[src/rtl/fifo_dc_prog_if.sv]
// rtl/fifo_dc_prog_if.sv - producer/consumer bus of the programmable data-controller FIFO
interface fifo_dc_prog_if #(
  parameter int C_WIDTH          = 8,
  parameter int C_LOG_FIFO_DEPTH = 3
);
  logic [C_WIDTH-1:0]        buf_in;
  logic                      wr_en;
  logic                      rd_en;
  logic                      err_clr;
  logic [C_WIDTH-1:0]        buf_out;
  logic                      rd_valid;
  logic                      buf_empty;
  logic                      buf_full;
  logic                      almost_full;
  logic                      almost_empty;
  logic                      overflow;
  logic                      underflow;
  logic [C_LOG_FIFO_DEPTH:0] fifo_counter;

  modport master (
    output buf_in, wr_en, rd_en, err_clr,
    input  buf_out, rd_valid, buf_empty, buf_full, almost_full, almost_empty,
           overflow, underflow, fifo_counter
  );

  modport slave (
    input  buf_in, wr_en, rd_en, err_clr,
    output buf_out, rd_valid, buf_empty, buf_full, almost_full, almost_empty,
           overflow, underflow, fifo_counter
  );
endinterface

[src/rtl/fifo_dc_prog.sv]
// rtl/fifo_dc_prog.sv - single-clock FIFO with idle-output mode, programmable flags and sticky errors
module fifo_dc_prog #(
  parameter int C_WIDTH          = 8,
  parameter int C_LOG_FIFO_DEPTH = 3,
  parameter int C_ZERO_ON_IDLE   = 1,
  parameter int C_AFULL_THRESH   = 6,
  parameter int C_AEMPTY_THRESH  = 1
) (
  input logic           clk,
  input logic           rst,
  fifo_dc_prog_if.slave bus
);
  localparam int C_DEPTH = 1 << C_LOG_FIFO_DEPTH;
  localparam int CW      = C_LOG_FIFO_DEPTH + 1;
  localparam logic [CW-1:0] DEPTH_C  = CW'(C_DEPTH);
  localparam logic [CW-1:0] AFULL_C  = CW'(C_AFULL_THRESH);
  localparam logic [CW-1:0] AEMPTY_C = CW'(C_AEMPTY_THRESH);

  logic [C_WIDTH-1:0]          mem [C_DEPTH];
  logic [C_LOG_FIFO_DEPTH-1:0] rd_ptr;
  logic [C_LOG_FIFO_DEPTH-1:0] wr_ptr;
  logic [CW-1:0]               count;
  logic [C_WIDTH-1:0]          buf_out_r;
  logic                        rd_valid_r;
  logic                        overflow_r;
  logic                        underflow_r;
  logic                        empty;
  logic                        full;
  logic                        wr_acc;
  logic                        rd_acc;

  assign empty  = (count == '0);
  assign full   = (count == DEPTH_C);
  // Accepts look only at the registered count: a write while full is dropped even alongside a read.
  assign wr_acc = bus.wr_en & ~full & ~rst;
  assign rd_acc = bus.rd_en & ~empty & ~rst;

  assign bus.buf_empty    = empty;
  assign bus.buf_full     = full;
  assign bus.almost_full  = (count >= AFULL_C);
  assign bus.almost_empty = (count <= AEMPTY_C);
  assign bus.fifo_counter = count;
  assign bus.buf_out      = buf_out_r;
  assign bus.rd_valid     = rd_valid_r;
  assign bus.overflow     = overflow_r;
  assign bus.underflow    = underflow_r;

  always_ff @(posedge clk) begin
    if (wr_acc) mem[wr_ptr] <= bus.buf_in;
  end

  always_ff @(posedge clk) begin
    if (rst) begin
      count       <= '0;
      rd_ptr      <= '0;
      wr_ptr      <= '0;
      buf_out_r   <= '0;
      rd_valid_r  <= 1'b0;
      overflow_r  <= 1'b0;
      underflow_r <= 1'b0;
    end else begin
      case ({wr_acc, rd_acc})
        2'b10:   count <= count + 1'b1;
        2'b01:   count <= count - 1'b1;
        default: count <= count;
      endcase
      if (wr_acc) wr_ptr <= wr_ptr + 1'b1;
      if (rd_acc) begin
        rd_ptr     <= rd_ptr + 1'b1;
        buf_out_r  <= mem[rd_ptr];
        rd_valid_r <= 1'b1;
      end else begin
        rd_valid_r <= 1'b0;
        if (C_ZERO_ON_IDLE != 0) buf_out_r <= '0;
      end
      // A new error event outranks a simultaneous clear.
      if (bus.wr_en & full)       overflow_r <= 1'b1;
      else if (bus.err_clr)       overflow_r <= 1'b0;
      if (bus.rd_en & empty)      underflow_r <= 1'b1;
      else if (bus.err_clr)       underflow_r <= 1'b0;
    end
  end
endmodule
[src/flat_wrapper.sv]
// flat-port wrapper written by rule: the top's interface ports become plain ports
module fifo_dc_prog_flat 
#(
  parameter int C_WIDTH          = 8,
  parameter int C_LOG_FIFO_DEPTH = 3,
  parameter int C_ZERO_ON_IDLE   = 1,
  parameter int C_AFULL_THRESH   = 6,
  parameter int C_AEMPTY_THRESH  = 1
)
  (clk, rst, bus_buf_in, bus_wr_en, bus_rd_en, bus_err_clr, bus_buf_out, bus_rd_valid, bus_buf_empty, bus_buf_full, bus_almost_full, bus_almost_empty, bus_overflow, bus_underflow, bus_fifo_counter);
  fifo_dc_prog_if #(.C_WIDTH(C_WIDTH), .C_LOG_FIFO_DEPTH(C_LOG_FIFO_DEPTH)) bus_i ();
  input logic clk;
  input logic rst;
  input wire logic [$bits(bus_i.buf_in)-1:0] bus_buf_in;
  input wire logic [$bits(bus_i.wr_en)-1:0] bus_wr_en;
  input wire logic [$bits(bus_i.rd_en)-1:0] bus_rd_en;
  input wire logic [$bits(bus_i.err_clr)-1:0] bus_err_clr;
  output wire logic [$bits(bus_i.buf_out)-1:0] bus_buf_out;
  output wire logic [$bits(bus_i.rd_valid)-1:0] bus_rd_valid;
  output wire logic [$bits(bus_i.buf_empty)-1:0] bus_buf_empty;
  output wire logic [$bits(bus_i.buf_full)-1:0] bus_buf_full;
  output wire logic [$bits(bus_i.almost_full)-1:0] bus_almost_full;
  output wire logic [$bits(bus_i.almost_empty)-1:0] bus_almost_empty;
  output wire logic [$bits(bus_i.overflow)-1:0] bus_overflow;
  output wire logic [$bits(bus_i.underflow)-1:0] bus_underflow;
  output wire logic [$bits(bus_i.fifo_counter)-1:0] bus_fifo_counter;
  assign bus_i.buf_in = bus_buf_in;
  assign bus_i.wr_en = bus_wr_en;
  assign bus_i.rd_en = bus_rd_en;
  assign bus_i.err_clr = bus_err_clr;
  assign bus_buf_out = bus_i.buf_out;
  assign bus_rd_valid = bus_i.rd_valid;
  assign bus_buf_empty = bus_i.buf_empty;
  assign bus_buf_full = bus_i.buf_full;
  assign bus_almost_full = bus_i.almost_full;
  assign bus_almost_empty = bus_i.almost_empty;
  assign bus_overflow = bus_i.overflow;
  assign bus_underflow = bus_i.underflow;
  assign bus_fifo_counter = bus_i.fifo_counter;
  fifo_dc_prog #(.C_WIDTH(C_WIDTH), .C_LOG_FIFO_DEPTH(C_LOG_FIFO_DEPTH), .C_ZERO_ON_IDLE(C_ZERO_ON_IDLE), .C_AFULL_THRESH(C_AFULL_THRESH), .C_AEMPTY_THRESH(C_AEMPTY_THRESH)) u_core (.clk(clk), .rst(rst), .bus(bus_i));
endmodule
[config.mk]
export PLATFORM = sky130hd
export DESIGN_NAME = fifo_dc_prog_flat
export DESIGN_NICKNAME = d
export VERILOG_FILES = /design/src/rtl/fifo_dc_prog_if.sv /design/src/rtl/fifo_dc_prog.sv /design/src/flat_wrapper.sv
export SDC_FILE = /design/constraint.sdc
export NUM_CORES = 1
export LEC_CHECK = 0
export BUFFER_PORTS_ARGS = -buffer_cell sky130_fd_sc_hd__buf_2
export CAP_MARGIN = 25
export CORE_MARGIN = 5
export CORE_UTILIZATION = 50
export DETAILED_ROUTE_END_ITERATION = 8
export MAX_ROUTING_LAYER = met4
export PLACE_DENSITY = 0.76
export SYNTH_ARGS = -nofsm -noshare
export SYNTH_HDL_FRONTEND = slang
export SYNTH_SLANG_ARGS = --single-unit
export TNS_END_PERCENT = 5
[constraint.sdc]
create_clock -name clk -period 2.9 [get_ports clk]
set_input_delay 0.435 -clock clk [delete_from_list [all_inputs] [get_ports clk]]
set_output_delay 0.435 -clock clk [all_outputs]
set_load 0.05 [all_outputs]
After elaboration in Yosys (flattened, before gate mapping)

Memory sizes are Yosys's and may differ from the RTL's. A register that Yosys moved wholly into a read port is not among the register bits.
Cells that the tools add are included.

Register bits: 13
RAM bits: 64
Logic and storage cells: 38
Input bits: 13
ROM bits: 0
Memories kept: 1
Output and inout port bits: 19
Bits in latches: 0

Memory list:

| memory     | words | width | rd ports | clocked after Yosys merged registers in | wr ports | line               | text |
|---|---|---|---|---|---|---|---|
| u_core.mem | 8     | 8     | 1        | 1                                       | 1        | fifo_dc_prog.sv:19 | `logic [C_WIDTH-1:0] mem [C_DEPTH];` |

Muxes and demuxes: 7
Bitwise logic cells: 10
Shift-type cells: 0
Magnitude comparators: 2
Eq/ne operators: 3
Reductions and logical operators: 5
Multipliers: 0
Div/mod/pow operators: 0
$add $sub $neg: 4

Operator list:

| kind                                                                                 | count |
|---|---|
| 4-bit case mux with 2 select lines                                                   | 1 |
| 3-bit by 1-bit adder with 3-bit output (second input constant)                       | 2 |
| 1-bit bitwise AND                                                                    | 6 |
| 1-bit two-way mux                                                                    | 6 |
| 2-bit nonzero test                                                                   | 3 |
| 4-bit by 1-bit adder with 4-bit output (second input constant)                       | 1 |
| 4-bit == test (second input constant)                                                | 1 |
| 4-bit by 3-bit greater-or-equal comparator with 1-bit output (second input constant) | 1 |
| 4-bit by 1-bit less-or-equal comparator with 1-bit output (second input constant)    | 1 |
| 4-bit zero test                                                                      | 1 |
| 1-bit NOT                                                                            | 4 |
| 4-bit by 1-bit subtractor with 4-bit output (second input constant)                  | 1 |
| 2-bit by 1-bit == test with 1-bit output (second input constant)                     | 1 |
| 2-bit == test (second input constant)                                                | 1 |
| 2-bit OR reduction                                                                   | 1 |

Depth between registers and ports, before layout

Gate-level depths: netlist (run 1).

Depth in word-level cells: 6
Depth in mapped cells: 10

Worst setup path after synthesis (run 1)

No wires, ideal clock.

Kind: reg-to-reg
Start: reg u_core.count[1] (netlist: u_core.bus.fifo_counter[1])
End: reg u_core.count[3] (netlist: u_core.bus.fifo_counter[3])
Slack: -183 ps
Required time: 2779 ps
Cell stages (with the launch flop): 9
Period minus slack after synthesis: 3083 ps
Data arrival time: 2962 ps
Buffers on the path: 0
Cells stage by stage: dfxtp_1 -> inv_1 -> ha_1 -> nor3b_2 -> nor3_2 -> ha_1 -> nand4b_1 -> a21oi_1 -> mux2_2

Cells in the longest elaborated chain, start to end: 6

RTL lines:

| item                                                                      | line               | text |
|---|---|---|
| start, declared                                                           | fifo_dc_prog.sv:22 | `logic [CW-1:0] count;` |
| start signal, assigned                                                    | fifo_dc_prog.sv:63 | `2'b10: count <= count + 1'b1;` |
| start signal, assigned                                                    | fifo_dc_prog.sv:64 | `2'b01: count <= count - 1'b1;` |
| start signal, assigned                                                    | fifo_dc_prog.sv:65 | `default: count <= count;` |
| 4-bit zero test *                                                         | fifo_dc_prog.sv:32 | `assign empty = (count == '0);` |
| net bus_buf_empty                                                         | flat_wrapper.sv:20 | `output wire logic [$bits(bus_i.buf_empty)-1:0] bus_buf_empty;` |
| 1-bit NOT *                                                               | fifo_dc_prog.sv:36 | `assign rd_acc = bus.rd_en & ~empty & ~rst;` |
| 1-bit bitwise AND * (2 in series)                                         | fifo_dc_prog.sv:36 |  |
| net u_core.rd_acc                                                         | fifo_dc_prog.sv:30 | `logic rd_acc;` |
| 2-bit by 1-bit == test with 1-bit output or 2-bit == test (tied branches) | fifo_dc_prog.sv:62 | `case ({wr_acc, rd_acc})` |
| 4-bit case mux with 2 select lines or 2-bit nonzero test (tied branches)  | --                 |  |

The timed path passes the listed nets; every way through them passes the cells marked *.
A chain may end at the register's enable or synchronous reset.

Worst setup path in the final report (run 1)

Start: reg u_core.count[1] (netlist: u_core.bus.fifo_counter[1])
End: reg u_core.count[3] (netlist: u_core.bus.fifo_counter[3])

Cells in the longest elaborated chain, start to end: 6

RTL lines:

| item                                                                      | line |
|---|---|
| 4-bit == test or 4-bit zero test (tied branches)                          | fifo_dc_prog.sv:33, fifo_dc_prog.sv:32 |
| 1-bit NOT, on equally long branches                                       | fifo_dc_prog.sv:35, fifo_dc_prog.sv:36 |
| 1-bit bitwise AND, on equally long branches (2 in series)                 | fifo_dc_prog.sv:35, fifo_dc_prog.sv:36 |
| 2-bit by 1-bit == test with 1-bit output or 2-bit == test (tied branches) | fifo_dc_prog.sv:62 |
| 4-bit case mux with 2 select lines or 2-bit nonzero test (tied branches)  | -- |

Several ways; a longest one is shown, not always the timed one.

==> reports/qor.log, run 1 <==
[status] status finished, final reports clean
[detailed_routing] Avg Vias per Cell 5.562
[grt] via count of the first global-routing pass 2028
[setup_path] worst reg-to-reg path cell count 9
[detailed_routing] vias after detailed routing 1980
[power] areal power density over the cells 630.6 nW/um^2
[logic_synthesis] Synth top area share 56.00%
[logic_synthesis] sequential cell area fraction in the yosys report 68.25%
[cts] number of sinks on the clock net 85
[sta] share of the clock period used by the worst path 90.05%
[die] y dimension of the die 92.85 um
[cts] total of hold buffers inserted after clock tree synthesis 0
[sta] unrepaired setup endpoints after global routing false
[die] total core area 6719 um^2
[sta] final number of setup-violating endpoints 0
[logic_synthesis] most instantiated library cell after synthesis sky130_fd_sc_hd__edfxtp_1
[placement] number of buffers inserted by port buffering 31
[logic_synthesis] number of synthesized register bits 85
[grt] gr usage total 16.07%
[setup_path] largest fanout of any net on the critical path 7
[worst_hold_path] class of the worst hold path in2reg
[sta] worst setup margin 288.5 ps
[power] total power consumption of the routed design 2.455 mW
[grt] global-route wire length before repair 10.01 mm
[sta] fin. max-slew vios 0
[die] Initial Utilization 51.08%
[cts] number of H-tree levels 3
[logic_synthesis] post-synthesis async set-or-reset flop share 0%
[placement] GPL Wtd Cong 0.8334
[logic_synthesis] number of flops mapped to enable cells by yosys 64
[sta] worst clock skew 9.996 ps
[layout] Antenna diodes 0
[die] number of ports placed on the die boundary 32
[setup_path] maximum cell stage delay along the critical path 450 ps
[setup_path] Setup Crit Path Kind reg2reg
[sta] worst slew pin tran 799.4 ps
[setup_path] Crit path buffers/inverters 2
[die] area of the die 8621 um^2
[cts] root buffer cell sky130_fd_sc_hd__clkbuf_8
[sta] min cycle time layout 2612 ps
[logic_synthesis] Post-Syn Nets 249
[setup_path] Critical Path, Cell by Cell inv_1, ha_1, nand3b_4, inv_4, or3_1, ha_1, or4b_1, a21oi_1, mux2_2
[logic_synthesis] most area-hungry cell type in the Yosys netlist sky130_fd_sc_hd__edfxtp_1
[sta] number of failing hold endpoints at the final stage 0
[logic_synthesis] distinct cell type count after synthesis 36
[setup_path] kind of end point of the critical path flop
[detailed_routing] post-DR wirelength/cell 17.65 um
[setup_path] register-to-register setup slack 290 ps
[sta] final sum of negative setup slack 0 ps
[cts] clock insertion delay at the later pin of the skew report 350 ps
[placement] pre-CTS setup slack 304.2 ps
[setup_path] launch instance of the worst register-to-register path u_core.bus.fifo_counter[1]$_SDFFE_PP0P_
[detailed_routing] post-detailed-route count of antenna-violating nets 0
[layout] area added between synthesis and finish 13.45%
[die] horizontal extent of the die 92.85 um
[setup_path] cell with the biggest individual delay on the critical path sky130_fd_sc_hd__or4b_1
[detailed_routing] First DRT Iteration DRCs 149
[logic_synthesis] mean instance size in the synthesized netlist 14.99 um^2
[setup_path] logic depth of the worst path, buffers included 9
[logic_synthesis] synth warn 0
[flow_run] max_cap viols 0
[layout] share of post-route cells with drive strength above 1 25.00%
[setup_path] worst path required time 3150 ps
[setup_path] cell repeated most along the worst path sky130_fd_sc_hd__ha_1
[power] Worst IR Drop VDD 0.0002856 V
[setup_path] capture instance of the worst register-to-register path u_core.bus.fifo_counter[3]$_SDFFE_PP0P_
[grt] initial antenna violation count 0
[grt] pin count of the biggest net entering global routing 33
[logic_synthesis] most used flip-flop cell after synthesis sky130_fd_sc_hd__edfxtp_1
[cts] CTS max path bufs 2
[layout] net count reported at finish 291
[cts] clock tree from TritonCTS done
[setup_path] crit-path leading delay family simple AND/OR/NAND/NOR gates
[grt] overflow left after global routing 0
[logic_synthesis] most area-consuming cells after synthesis sky130_fd_sc_hd__edfxtp_1 (56%), sky130_fd_sc_hd__dfxtp_1 (12%), sky130_fd_sc_hd__mux2i_1 (9.6%)
[setup_path] data arrival time of the critical path 2860 ps
[power] static leakage power 1.392 nW
[logic_synthesis] Mapped Area 3432 um^2
[setup_path] end point of the critical path u_core.bus.fifo_counter[3]$_SDFFE_PP0P_
[sta] Fmax 0.3829 GHz
[setup_path] Critical Path Start u_core.bus.fifo_counter[1]$_SDFFE_PP0P_
[cts] number of clock buffers inserted by TritonCTS 9
[sta] max_slew headroom 46.60%
[logic_synthesis] cell count after synthesis 229
[cts] CTS-repair resized insts 0
[placement] sum of net half-perimeters after detailed placement 3.980 mm
[cts] # Post-CTS Setup Buffers 0
[die] Std-Cell Rows 30
[layout] fill cell count 512
[detailed_routing] Routed Wire Length 6.283 mm
[setup_path] startpoint type of the worst setup path flop
[detailed_routing] Remaining DRCs 0
[logic_synthesis] top post-synthesis cells by count sky130_fd_sc_hd__edfxtp_1 (64), sky130_fd_sc_hd__mux2i_1 (33), sky130_fd_sc_hd__dfxtp_1 (21), sky130_fd_sc_hd__a22oi_1 (16), sky130_fd_sc_hd__nor2_1 (11)
[detailed_routing] number of detailed-route iterations in the first pass 4
[cts] clock slew seen by the registers of the worst setup and hold paths 90 ps
## flip-flops by register name (all words and copies together) (netlist names)
name and count:
u_core.bus.underflow 1, u_core.bus.overflow 1, u_core.wr_ptr 3, u_core.bus.buf_out 8, u_core.bus.fifo_counter 4, u_core.rd_ptr 3, u_core.bus.rd_valid 1, u_core.mem 64
## layout by cell type, fill, tap and decap left out, drive strengths merged, types with 4 or more instances in the layout
master and n:
a21oi 9, a22oi 16, and3 8, buf 41, clkbuf 10, clkinv 5
dfxtp 21, edfxtp 64, ha 7, inv 6, mux2i 33, nor2 11
nor2b 6, nor3 7, o21ai 6, or3 4
## per-layer routing
| metal | track usage (%) | routed length, um |
|---|---|---|
| met5 | - | 0 |
| met3 | 4.955 | 416 |
| met4 | 5.739 | 67 |
| met2 | 25.31 | 3115 |
| met1 | 19.67 | 2684 |
## final cells by class
class / count / area, um^2 / area share (%)
clock buffers: 10 / 137.6 / 3.535
clock inverters: 6 / 38.79 / 0.9961
inverters: 6 / 25.02 / 0.6427
multi-input cells: 128 / 1016 / 26.09
flip-flops and latches: 85 / 2346 / 60.25
well taps: 80 / 100.1 / 2.571
repair buffers: 41 / 230.2 / 5.913
## worst reg2reg max path, delay by kind of cell, from the launching register on
family / cells / cell delay, ps
mux: 1 / 340
compound gates: 1 / 170
buf+inv: 2 / 190
fa+ha+maj: 2 / 580
flops: 1 / 360
simple gates: 3 / 870
## how the worst min path moves through the flow
| stage | start | to | slack [ps] | cells past startpoint |
|---|---|---|---|---|
| 6_report | bus_buf_in[0] | u_core.mem[2][0]$_DFFE_PP_ | 340 | 1 |
| 5_1_grt | bus_buf_in[2] | u_core.mem[7][2]$_DFFE_PP_ | 330 | 1 |
| 4_1_cts | bus_buf_in[7] | u_core.mem[0][7]$_DFFE_PP_ | 320 | 1 |
| 3_5_place_dp | u_core.rd_ptr[1]$_SDFFE_PP0P_ | u_core.rd_ptr[1]$_SDFFE_PP0P_ | 490 | 2 |
| 3_3_place_gp | u_core.rd_ptr[1]$_SDFFE_PP0P_ | u_core.rd_ptr[1]$_SDFFE_PP0P_ | 480 | 2 |
| 2_1_floorplan | u_core.rd_ptr[2]$_SDFFE_PP0P_ | u_core.rd_ptr[2]$_SDFFE_PP0P_ | 480 | 2 |
## cell families (layout without fill, tap and decap cells)
logic type	after synthesis	in the layout	synth area share, %
buf+inv	16	63	2.333
flops	85	85	68.25
simple gates	51	51	9.953
mux	35	35	10.28
compound gates	33	33	6.125
xor+xnor	2	2	0.5105
fa+ha+maj	7	7	2.552
## stage by stage
step	util [%]	std cells	area (um^2)	hold slack, ps
CTS	57.95	356	3894	324.7
finish	57.95	356	3894	340.0
global route	57.95	356	3894	325.6
global placement	55.33	340	3717	477.3
floorplan	-	229	3441	481.7
detailed placement	55.33	340	3717	489.4
## power breakdown
group | total, mW | switching (mW) | internal [mW] | leakage [nW]
combinational | 0.341 | 0.233 | 0.108 | 0.552
sequential | 1.37 | 0.0264 | 1.34 | 0.750
clock | 0.747 | 0.416 | 0.331 | 0.0897
total | 2.46 | 0.675 | 1.78 | 1.39
(Power assumes the default switching activity.)
==> inputs of run 2 (changes only) <==
Settings changed: CORE_UTILIZATION 50 to 58, CTS_CLUSTER_SIZE from default to 8, PLACE_DENSITY 0.76 to 0.85.
==> run 2 against run 1 <==
  * Combinational power shrank 3%
  * Setup slack lost 6.9 ps
  * Via count grew 0.56%
  * Sequential share of layout area shrank 0.12 points
  * Critical endpoint unchanged
  * Largest cell class unchanged
  * Highest routed layer unchanged
==> reports/qor.log, run 2 (same netlist as run 1, synthesis figures left out) <==
[status] status finished, final reports clean
[die] Initial Utilization 58.66%
[setup_path] maximum cell stage delay along the critical path 470 ps
[placement] number of buffers inserted by port buffering 31
[layout] fill cell count 405
[power] Worst IR Drop VDD 0.0005189 V
[die] area of the die 7556 um^2
[setup_path] Setup Crit Path Kind reg2reg
[setup_path] kind of end point of the critical path flop
[sta] max_slew headroom 46.06%
[grt] via count of the first global-routing pass 2028
[detailed_routing] Remaining DRCs 0
[cts] # Post-CTS Setup Buffers 0
[setup_path] largest fanout of any net on the critical path 7
[detailed_routing] number of detailed-route iterations in the first pass 4
[power] combinational share of power 13.2%
[layout] Antenna diodes 0
[layout] Cell Count, Final, Fillers Out 350
[die] horizontal extent of the die 86.93 um
[layout] share of post-route cells with drive strength above 1 24.73%
[sta] fin. max-slew vios 0
[grt] global-route wire length before repair 10.33 mm
[worst_hold_path] class of the worst hold path in2reg
[setup_path] cell with the biggest individual delay on the critical path sky130_fd_sc_hd__or4b_1
[layout] cell area after layout 3901 um^2
[setup_path] cell repeated most along the worst path sky130_fd_sc_hd__ha_1
[sta] share of the clock period used by the worst path 90.29%
[layout] area added between synthesis and finish 13.67%
[cts] clock insertion delay at the later pin of the skew report 340 ps
[power] total power consumption of the routed design 2.512 mW
[placement] cell area reported after detailed placement 3711 um^2
[sta] final number of setup-violating endpoints 0
[power] net switching fraction of the power 25.94%
[placement] number of placed instances, taps included 335
[layout] net count reported at finish 291
[grt] overflow left after global routing 0
[cts] clock slew seen by the registers of the worst setup and hold paths 80 ps
[power] proportion of power drawn by the clock network 32.1%
[layout] most used cells in the layout excluding fill and tap cells sky130_fd_sc_hd__edfxtp_1 (64), sky130_fd_sc_hd__mux2i_1 (33), sky130_fd_sc_hd__buf_2 (31), sky130_fd_sc_hd__dfxtp_1 (18), sky130_fd_sc_hd__a22oi_1 (16)
[detailed_routing] Avg Vias per Cell 5.689
[cts] number of sinks on the clock net 85
[sta] Fmax 0.3819 GHz
[placement] GPL Wtd Cong 0.9046
[power] static leakage power 1.402 nW
[layout] largest register by flop count u_core.mem
[detailed_routing] Routed Wire Length 6.414 mm
[die] Std-Cell Rows 28
[setup_path] worst path required time 3140 ps
[flow_run] max_cap viols 0
[sta] worst clock skew 6.200 ps
[cts] CTS-repair resized insts 0
[power] areal power density over the cells 644.0 nW/um^2
[setup_path] data arrival time of the critical path 2850 ps
[detailed_routing] vias after detailed routing 1991
[sta] min cycle time layout 2618 ps
[sta] unrepaired setup endpoints after global routing false
[sta] number of failing hold endpoints at the final stage 0
[power] cell-internal power 1.861 mW
[placement] sum of net half-perimeters after detailed placement 4.111 mm
[layout] flip-flop count of the largest register after layout 64
[setup_path] startpoint type of the worst setup path flop
[cts] number of H-tree levels 3
[cts] clock tree from TritonCTS done
[detailed_routing] First DRT Iteration DRCs 152
[die] total core area 5851 um^2
[power] Switching Power 651.7 uW
[die] number of ports placed on the die boundary 32
[cts] CTS max path bufs 2
[grt] initial antenna violation count 0
[grt] pin count of the biggest net entering global routing 24
[setup_path] Critical Path, Cell by Cell inv_1, ha_1, nand3b_4, inv_4, or3_1, ha_1, or4b_1, a21oi_1, mux2_2
[detailed_routing] post-DR wirelength/cell 18.33 um
[power] power share of the sequential group 54.8%
[cts] root buffer cell sky130_fd_sc_hd__clkbuf_8
[cts] number of clock buffers inserted by TritonCTS 9
[sta] worst slew pin tran 807.4 ps
[setup_path] register-to-register setup slack 280 ps
[die] y dimension of the die 86.93 um
[cts] total of hold buffers inserted after clock tree synthesis 0
[detailed_routing] post-detailed-route count of antenna-violating nets 0
[layout] most frequent standard cell in the layout excluding fill and tap cells sky130_fd_sc_hd__edfxtp_1
[sta] final sum of negative setup slack 0 ps
[grt] gr usage total 19.16%
[run 2: cell count changes in the layout (fill, tap and decap cells not counted), sizes merged]
cell and delta:
clkinv -2, bufinv +1, clkbuf +1, clkinvlp -1
[run 2: worst paths after layout]
path / cells after the start / from / to
worst max-delay path: 9 / u_core.bus.fifo_counter[1]$_SDFFE_PP0P_ / u_core.bus.fifo_counter[3]$_SDFFE_PP0P_
worst max register to register: 9 / u_core.bus.fifo_counter[1]$_SDFFE_PP0P_ / u_core.bus.fifo_counter[3]$_SDFFE_PP0P_
worst min-delay path: 1 / bus_buf_in[0] / u_core.mem[1][0]$_DFFE_PP_
worst min register to register: 2 / u_core.rd_ptr[2]$_SDFFE_PP0P_ / u_core.rd_ptr[2]$_SDFFE_PP0P_
[run 2: power by group through the flow]
stage / clock network, mW / logic [mW] / registers [mW]
floorplan: 0 / 0.189 / 1.45
global placement: 0 / 0.320 / 1.40
detailed placement: 0 / 0.330 / 1.40
CTS: 0.821 / 0.333 / 1.38
global route: 0.869 / 0.355 / 1.38
finish: 0.806 / 0.331 / 1.38
[run 2: layout make-up]
class | count | area, um^2 | area share (%)
timing repair buffer | 41 | 230.2 | 5.901
tap | 75 | 93.84 | 2.405
multi-input combinational | 128 | 1016 | 26.04
clock inverter | 4 | 48.80 | 1.251
clock buffer | 11 | 141.4 | 3.624
sequential | 85 | 2346 | 60.13
inverter | 6 | 25.02 | 0.6414
[run 2: metrics by stage]
stage	utilization, %	hold WS, ps	setup slack [ps]
2_1_floorplan	-	481.7	165.3
3_3_place_gp	63.43	499.4	407.5
3_5_place_dp	63.43	521.0	279.2
4_1_cts	66.68	343.0	278.4
5_1_grt	66.68	350.3	130.1
6_report	66.68	362.1	281.6
[run 2: per-layer routing]
layer	wire, um	vias to the layer above	global-route usage (%)	part of all wire [%]
met4	106	0	7.365	1.7
met1	2816	981	24.14	44
met2	3193	49	30.50	50
met5	0	-	-	0
met3	298	8	4.068	4.6
li1	-	953	-	-
[run 2: worst max-delay path, delay by kind of cell (launching register included)]
| kind | cells | cell delay, ps |
|---|---|---|
| simple gates | 3 | 870 |
| flops | 1 | 360 |
| mux | 1 | 350 |
| compound gates | 1 | 190 |
| buf+inv | 2 | 190 |
| fa+ha+maj | 2 | 560 |
